==> config.mk <==
export PLATFORM = sky130hd
export DESIGN_NAME = synaptic_decay_bank
export DESIGN_NICKNAME = d
export VERILOG_FILES = /design/src/rtl/synaptic_decay_bank.sv
export SDC_FILE = /design/constraint.sdc
export NUM_CORES = 1
export LEC_CHECK = 0
export BUFFER_PORTS_ARGS = -buffer_cell sky130_fd_sc_hd__buf_4
export CELL_PAD_IN_SITES_DETAIL_PLACEMENT = 1
export CELL_PAD_IN_SITES_GLOBAL_PLACEMENT = 1
export CORE_MARGIN = 5
export CORE_UTILIZATION = 40
export CTS_CLUSTER_SIZE = 40
export DETAILED_ROUTE_END_ITERATION = 8
export PLACE_DENSITY = 0.69
export SYNTH_ARGS = -nofsm -noshare
export SYNTH_HDL_FRONTEND = slang
export SYNTH_SLANG_ARGS = --single-unit
==> constraint.sdc <==
create_clock -name clk -period 26.4 [get_ports clk]
set_input_delay 2.64 -clock clk [delete_from_list [all_inputs] [get_ports clk]]
set_output_delay 2.64 -clock clk [all_outputs]
set_load 0.03 [all_outputs]
==> src/rtl/synaptic_decay_bank.sv <==
// synaptic_decay_bank
//   N-channel synaptic current decay/integrate bank for the Izhikevich neuron
//   pipeline. During a timestep each channel accumulates incoming spike
//   currents in acc[c]. A step request walks all channels once through a single
//   shared multiplier:
//     cur[c] <= sat(floor(cur[c] * decay / 2^FRAC) + acc[c]);  acc[c] <= 0
//   Every sum saturates to the signed W-bit range and never wraps.
//
// Build option
//   DECAY_PER_CH_EN : replaces the global decay port with per-channel decay
//                     registers written through cfg_en/cfg_ch/cfg_decay.
//                     These registers reset to 1.0.
//
// Ports
//   clk, rst      rising-edge clock, asynchronous active-high reset
//   wr_en/wr_ch/  add wr_data into acc[wr_ch] (saturating). A wr_ch value of
//   wr_data       NCH or above is ignored.
//   step_req      start one timestep update (pulse or level)
//   decay         global unsigned Q(W-FRAC).FRAC decay (default build only)
//   cfg_en/cfg_ch/cfg_decay  per-channel decay write (DECAY_PER_CH_EN only)
//   busy          high while channels are being processed
//   done          one-cycle pulse after the last channel has been written
//   step_overrun  sticky; step_req seen while a step was still in flight
//   i_out         cur[c] packed at bits [c*W +: W]
module synaptic_decay_bank #(
  parameter int NCH  = 4,
  parameter int W    = 16,
  parameter int FRAC = 15,
  parameter int CW   = 2
) (
  input  logic              clk,
  input  logic              rst,
  input  logic              wr_en,
  input  logic [CW-1:0]     wr_ch,
  input  logic [W-1:0]      wr_data,
  input  logic              step_req,
`ifdef DECAY_PER_CH_EN
  input  logic              cfg_en,
  input  logic [CW-1:0]     cfg_ch,
  input  logic [W-1:0]      cfg_decay,
`else
  input  logic [W-1:0]      decay,
`endif
  output logic              busy,
  output logic              done,
  output logic              step_overrun,
  output logic [NCH*W-1:0]  i_out
);

  // The wide sum width leaves generous headroom for the saturation check.
  localparam int SW = 2*W + 2;

  typedef enum logic [1:0] {S_IDLE, S_RUN, S_DONE} state_t;

  state_t        state;
  logic [CW-1:0] ch;

  logic [NCH-1:0][W-1:0] acc_vec;
  logic [NCH-1:0][W-1:0] cur_vec;
`ifdef DECAY_PER_CH_EN
  logic [NCH-1:0][W-1:0] dec_vec;
  localparam logic [W-1:0] DEC_ONE = W'(1 << FRAC);
`endif

  // This function clamps a wide signed value to the signed W-bit range.
  // The value fits when every bit from W-1 upward equals the sign bit.
  function automatic logic [W-1:0] sat_w(input logic signed [SW-1:0] v);
    if (v[SW-1:W-1] == {(W+3){v[SW-1]}})
      return v[W-1:0];
    else if (v[SW-1])
      return {1'b1, {(W-1){1'b0}}};
    else
      return {1'b0, {(W-1){1'b1}}};
  endfunction

  // --------------------------------------------------------------------------
  // Shared update datapath: it operates on the channel selected by ch.
  // --------------------------------------------------------------------------
  logic [W-1:0]          cur_sel;
  logic [W-1:0]          acc_sel;
  logic [W-1:0]          dec_sel;
  logic signed [2*W:0]   cur_ext;
  logic signed [2*W:0]   dec_ext;
  logic signed [2*W:0]   prod;
  logic signed [2*W:0]   prod_shift;
  logic signed [SW-1:0]  upd_sum;
  logic [W-1:0]          upd_val;

  always_comb begin
    cur_sel = '0;
    acc_sel = '0;
    dec_sel = '0;
    for (int i = 0; i < NCH; i++) begin
      if (ch == CW'(i)) begin
        cur_sel = cur_vec[i];
        acc_sel = acc_vec[i];
`ifdef DECAY_PER_CH_EN
        dec_sel = dec_vec[i];
`endif
      end
    end
`ifndef DECAY_PER_CH_EN
    dec_sel = decay;
`endif
  end

  // Treat cur as signed and decay as unsigned.
  // The exact product always fits in 2W+1 bits.
  assign cur_ext    = {{(W+1){cur_sel[W-1]}}, cur_sel};
  assign dec_ext    = {{(W+1){1'b0}}, dec_sel};
  assign prod       = cur_ext * dec_ext;
  assign prod_shift = prod >>> FRAC;  // arithmetic shift: floor rounding
  assign upd_sum    = {prod_shift[2*W], prod_shift}
                    + {{(W+2){acc_sel[W-1]}}, acc_sel};
  assign upd_val    = sat_w(upd_sum);

  // --------------------------------------------------------------------------
  // Per-channel storage
  // --------------------------------------------------------------------------
  for (genvar gi = 0; gi < NCH; gi++) begin : g_ch
    logic [W-1:0]         acc_reg;
    logic [W-1:0]         cur_reg;
    logic                 proc;
    logic                 hit;
    logic [W-1:0]         acc_base;
    logic signed [SW-1:0] acc_sum;

    assign proc = (state == S_RUN) && (ch == CW'(gi));
    assign hit  = wr_en && (wr_ch == CW'(gi));

    // A write that lands on the cycle this channel is processed starts the
    // next step's accumulation. The current update still uses the old acc.
    assign acc_base = proc ? '0 : acc_reg;
    assign acc_sum  = {{(W+2){acc_base[W-1]}}, acc_base}
                    + {{(W+2){wr_data[W-1]}}, wr_data};

    always_ff @(posedge clk or posedge rst) begin
      if (rst) begin
        acc_reg <= '0;
        cur_reg <= '0;
      end else begin
        if (hit)
          acc_reg <= sat_w(acc_sum);
        else if (proc)
          acc_reg <= '0;
        if (proc)
          cur_reg <= upd_val;
      end
    end

`ifdef DECAY_PER_CH_EN
    logic [W-1:0] dec_reg;
    // A cfg write takes effect from the next read of dec_reg.
    // A same-cycle update of this channel therefore still uses the old factor.
    always_ff @(posedge clk or posedge rst) begin
      if (rst)
        dec_reg <= DEC_ONE;
      else if (cfg_en && (cfg_ch == CW'(gi)))
        dec_reg <= cfg_decay;
    end
    assign dec_vec[gi] = dec_reg;
`endif

    assign acc_vec[gi]         = acc_reg;
    assign cur_vec[gi]         = cur_reg;
    assign i_out[gi*W +: W]    = cur_reg;
  end

  // --------------------------------------------------------------------------
  // Step sequencer
  // --------------------------------------------------------------------------
  always_ff @(posedge clk or posedge rst) begin
    if (rst) begin
      state        <= S_IDLE;
      ch           <= '0;
      busy         <= 1'b0;
      done         <= 1'b0;
      step_overrun <= 1'b0;
    end else begin
      if (step_req && (state != S_IDLE))
        step_overrun <= 1'b1;
      case (state)
        S_IDLE: begin
          done <= 1'b0;
          if (step_req) begin
            state <= S_RUN;
            ch    <= '0;
            busy  <= 1'b1;
          end
        end
        S_RUN: begin
          if (ch == CW'(NCH-1)) begin
            state <= S_DONE;
            busy  <= 1'b0;
            done  <= 1'b1;
          end else begin
            ch <= ch + CW'(1);
          end
        end
        S_DONE: begin
          state <= S_IDLE;
          done  <= 1'b0;
        end
        default: begin
          state <= S_IDLE;
          busy  <= 1'b0;
          done  <= 1'b0;
        end
      endcase
    end
  end

endmodule
After elaboration in Yosys (flattened, before gate mapping)
Index checks and enable logic that the tools add are counted.
- flip-flop bits (word level): 135
- bits in latches: 0
- input port bits: 38
- output and inout bits: 67
- memory bits (read-only): 0
- logic and storage cells: 91
- memories: 0
- RAM bits: 0
- shift-type cells: 0
- divide/modulo/power cells: 0
- muxes and demuxes: 37
- $mul: 1
- order comparisons: 0
- reduce and logical (&&, ||, !) cells: 17
- equal/unequal tests: 16
- $add $sub $neg: 6
- bitwise gates (word level): 1
- operators with widths (operator ; count):
    16-bit two-way mux ; 26
    18-bit == test ; 5
    16-bit by 16-bit adder with 17-bit output ; 4
    16-bit by 17-bit multiplier with 33-bit output ; 1
    18-bit by 16-bit adder with 19-bit output ; 1
    2-bit == test (second input constant) ; 5
    1-bit logical AND ; 9
    2-bit two-way mux ; 4
    2-bit one-hot mux with 2 select lines ; 2
    2-bit by 1-bit == test with 1-bit output (second input constant) ; 3
    2-bit zero test ; 3
    2-bit inequality test (second input constant) ; 3
    3-bit AND reduction ; 2
    1-bit two-way mux ; 4
    2-bit nonzero test ; 2
    1-bit one-hot mux with 3 select lines ; 1
    2-bit by 1-bit adder with 2-bit output (second input constant) ; 1
    2-bit AND reduction ; 1
    1-bit inverter ; 1

Logic depth before layout (Yosys ltp)
- depth in word-level cells: 9
- gate-level depth with buffers: 46
- depth with buffers taken out: 42

Worst setup path before layout
OpenSTA, ideal clock, no wires.
- kind: input-to-reg
- start: input decay[12]
- end: register g_ch[0].cur_reg[14]
- arrival: 10406 ps
- stages on the path: 31
- path buffers: 2
- path slack: 15858 ps
- data required time: 26264 ps
- cells stage by stage: clkbuf_1 nand2_1 fa_1 fa_1 fa_1 inv_1 fa_1 fa_1 inv_1 fa_1 inv_1 ha_1 a21o_1 a21o_1 a211oi_1 a2bb2oi_1 o21ai_2 a221o_1 a211oi_2 o211ai_1 xor2_1 ha_1 nand2_1 nand2b_1 a21o_1 a311oi_1 a311o_1 clkbuf_1 o21ai_0 nor3_1 o31ai_1
- word-level cells in the longest chain between the ends: 4
- ends and longest elaborated chain (element ; line ; RTL):
    from (decl) ; 42 ; input logic [W-1:0] decay,
    16-bit by 17-bit multiplier with 33-bit output (*) ; 111 ; assign prod = cur_ext * dec_ext;
    18-bit by 16-bit adder with 19-bit output (*) ; 114 ; + {{(W+2){acc_sel[W-1]}}, acc_sel};
    18-bit == test or 16-bit two-way mux (tied branches) ; 68, 70 ;
    16-bit two-way mux (*) ; 68 ; if (v[SW-1:W-1] == {(W+3){v[SW-1]}})
    to (signal assigned) ; 147 ; cur_reg <= upd_val;
    to (decl) ; 122 ; logic [W-1:0] cur_reg;
Every way passes the cells marked *; elsewhere a longest branch is shown, timed or not.
A chain may end at the register's enable or synchronous reset.

Final worst setup path
- start: input decay[9]
- end: register g_ch[3].cur_reg[3]
- word-level cells in the longest chain between the ends: 4
- ends and longest elaborated chain (element ; line):
    16-bit by 17-bit multiplier with 33-bit output (*) ; 111
    18-bit by 16-bit adder with 19-bit output (*) ; 114
    18-bit == test or 16-bit two-way mux (tied branches) ; 68, 70
    16-bit two-way mux (*) ; 68
    to (signal assigned) ; 147
    to (decl) ; 122
Marked as above.

==> impl_metrics.csv <==
group,metric,value,unit
status,status,"finished clean",
floorplan,fp.dieH,231,microns
critical_path,critPathLaunchType,"input pin",
floorplan,die_w,231,microns
clock_network,clk_pin_slew,70,ps
cells_and_area,register_area,3380,sq um
cells_and_area,insertedDiodeCount,0,
critical_path,crit_required,26740,ps
yosys,yosysSeqAreaShare,17.3,%
yosys,synth_cell_types,77,
clock_network,clkSinkCount,135,
min_path,hold_depth,1,
cells_and_area,multi_input_area,14700,sq um
timing,holdWs,476,ps
timing,post-route-period-util,44.9,%
floorplan,io_pins,105,
clock_network,cts_buffers,17,
floorplan,start_util,40.2,%
grt,antenna_found_initial,0,
route,dr_total_vias,17100,
route,viasPerCell,5.59,
timing,finalMaxSlewViolations,0,
timing,tightest_slew,1170,ps
floorplan,dieArea,53400,sq um
critical_path,critPathMaxStageDelay,960,ps
clock_network,hold_buffers,0,
critical_path,end_kind,"flop",
cells_and_area,syn2layout_area_growth,9.85,%
route,dr.pass1.iters,5,
floorplan,rows,81,
grt,grt_pass1_wl,103000,microns
route,final_antenna_net_count,0,
timing,setup_viol,0,
route,initialDrtViolationCount,772,
grt,grt_pass1_vias,18700,
critical_path,critPathKind,"input pin to flop",
timing,rsz0062_at_grt,"no",
clock_network,clockBufferDepth,2,
critical_path,rr_worst_depth,39,
cells_and_area,fill_cells,5896,
clock_network,htreeDepth,4,
critical_path,crit_slowest_cell,"a311oi_2",
floorplan,core_area,48600,sq um
grt,grt_start_max_net_pins,76,
yosys,synthCells,2391,
yosys,netlist.area_leader.share,20.3,%
yosys,avgSynthCellArea,8.18,sq um
timing,slew_headroom,21.7,%
cells_and_area,nNetsFinal,2875,
grt,grt_overflow_total,0,
clock_network,cts_setup_buffers,0,
yosys,yosys.area.top_type,"fa_1",
yosys,async_flop_share,100,%
grt,track_usage,24.3,%
critical_path,critPathMostFrequentCell,"fa_1",
cells_and_area,drive_gt1_share,8.46,%
timing,fmax,84.3,MHz
timing,totalNegativeSetupSlack,0,ps
clock_network,cts_tree,"built",
clock_network,cts-root-buf,"clkbuf_16",
clock_network,clk_latency,440,ps
yosys,synth_edf_count,0,
run,cap_violations,0,
route,drc,0,
clock_network,cts_resized,0,
route,routedWlPerCell,21.1,microns
timing,skew,14.3,ps
yosys,ys_warn_count,0,
timing,timing.final.hold_violations,0,
min_path,hold_class,"flop to flop",
timing,post-route-min-period,11860,ps
yosys,synth_nets,2832,
yosys,synth_area_leaders,"fa_1 (20%), dfrtp_1 (17%), ha_1 (13%)",
yosys,ys.flop_type,"dfrtp_1",
critical_path,critPathMaxFanout,19,
placed_design,gp_congestion,0.894,
critical_path,critical_path_arrival,12200,ps
route,drt_wl_total,64700,microns
placed_design,portBuffers,104,
placed_design,hpwlAfterDp,51500,microns
yosys,ys_ff_latch,135,
yosys,syn_area,19600,sq um
==> area by class of cell <==
type	count	share of cell area [%]
well taps	622	3.62
multi-input cells	1843	68.2
repair buffers	128	4.47
clock inverters	14	0.565
clock buffers	18	2.00
inverters	309	5.42
flip-flops and latches	135	15.7
==> stage by stage <==
| step | worst slack, ps | instances | util, % | instance area [sq um] |
|---|---|---|---|---|
| 2_1_floorplan | 15860 | 2391 | - | 19600 |
| 6_report | 14540 | 3069 | 44.2 | 21500 |
| 5_1_grt | 13830 | 3069 | 44.2 | 21500 |
| 4_1_cts | 14610 | 3069 | 44.2 | 21500 |
| 3_3_place_gp | 14610 | 3037 | 43.1 | 20900 |
| 3_5_place_dp | 14190 | 3037 | 43.1 | 20900 |
==> worst paths after layout <==
| path | startpoint | endpoint | slack (ps) |
|---|---|---|---|
| worst max-delay path | decay[9] | g_ch[3].cur_reg[3]$_DFFE_PP0P_ | 14540 |
| worst min-delay path | step_overrun$_DFFE_PP0P_ | step_overrun$_DFFE_PP0P_ | 480 |
| worst max register to register | ch[0]$_DFFE_PP0P_ | g_ch[3].cur_reg[3]$_DFFE_PP0P_ | 14610 |
| worst min register to register | step_overrun$_DFFE_PP0P_ | step_overrun$_DFFE_PP0P_ | 480 |
| max in group asynchronous | rst | ch[0]$_DFFE_PP0P_ | 22790 |
| min in group asynchronous | rst | done$_DFFE_PP0P_ | 2310 |
==> critical path: cells and delay by family <==
family	cells	cell delay, ps
xor gates and xnor gates	1	350
and+or+nand+nor	4	830
adders and majority gates	8	3840
AOI/OAI and AO/OA	11	4110
buffers and inverters	5	390
==> placed cells by master, fill, tap and decap left out, types with 5 or more instances in the layout <==
cell       Yosys  final
or3_1         12     12
nand3_1       26     26
nand2_1      305    305
buf_4          0    128
o21ai_1       13     13
a211o_1        7      7
o21bai_1       8      8
o21ai_0       95     89
o31ai_1       44     44
inv_1        308    307
a31oi_1       14     14
and3_1        22     22
nand2b_1      28     28
o21a_1        15     15
a21o_1        22     22
a21oi_1      152    152
o21ai_2        3      9
dfrtp_1      135    135
a211oi_1      22     22
a22o_1        36     36
clkbuf_16      0     17
nor2_1       179    179
or2_2         11     11
ha_1         205    202
a311oi_1       5      5
nand3b_1       7      7
clkinv_4       0      6
xor2_1        23     23
fa_1         198    198
o22ai_1       17     17
nor2b_1       55     55
nor3_1        46     46
o211ai_1       5      5
nand4_1       20     20
and2_1       127    127
and4_1         5      5
xnor2_1       45     45
mux2_2         6      6
==> layer usage <==
metal / wire (microns) / vias to the layer above / GRT usage (%)
li1: - / 8039 / -
met5: 0 / - / 0
met3: 2140 / 93 / 3.17
met1: 27400 / 8708 / 30.1
met4: 1650 / 0 / 6.80
met2: 33500 / 307 / 44.6
==> Yosys cell counts (6+ instances only) <==
cell	n
inv_1	308
nand2_1	305
ha_1	205
fa_1	198
nor2_1	179
a21oi_1	152
dfrtp_1	135
and2_1	127
o21ai_0	95
clkbuf_1	90
nor2b_1	55
nor3_1	46
xnor2_1	45
o31ai_1	44
a22o_1	36
nand2b_1	28
nand3_1	26
xor2_1	23
a211oi_1	22
a21o_1	22
and3_1	22
nand4_1	20
o22ai_1	17
o21a_1	15
a31oi_1	14
o21ai_1	13
or3_1	12
or2_2	11
buf_1	8
o21bai_1	8
a211o_1	7
nand3b_1	7
buf_2	6
mux2_2	6
==> cell families after synthesis <==
logic type	share of synthesized area, %
AO/OA/AOI/OAI	16.5
XOR/XNOR	3.04
adder cells (fa/ha/maj)	33.6
buffers and inverters	7.96
flip-flops	17.3
multiplexers	0.499
AND/OR/NAND/NOR	21.2
Power is not shown: default switching activity piles up to over one toggle a cycle in this logic, so the estimate is an artifact.
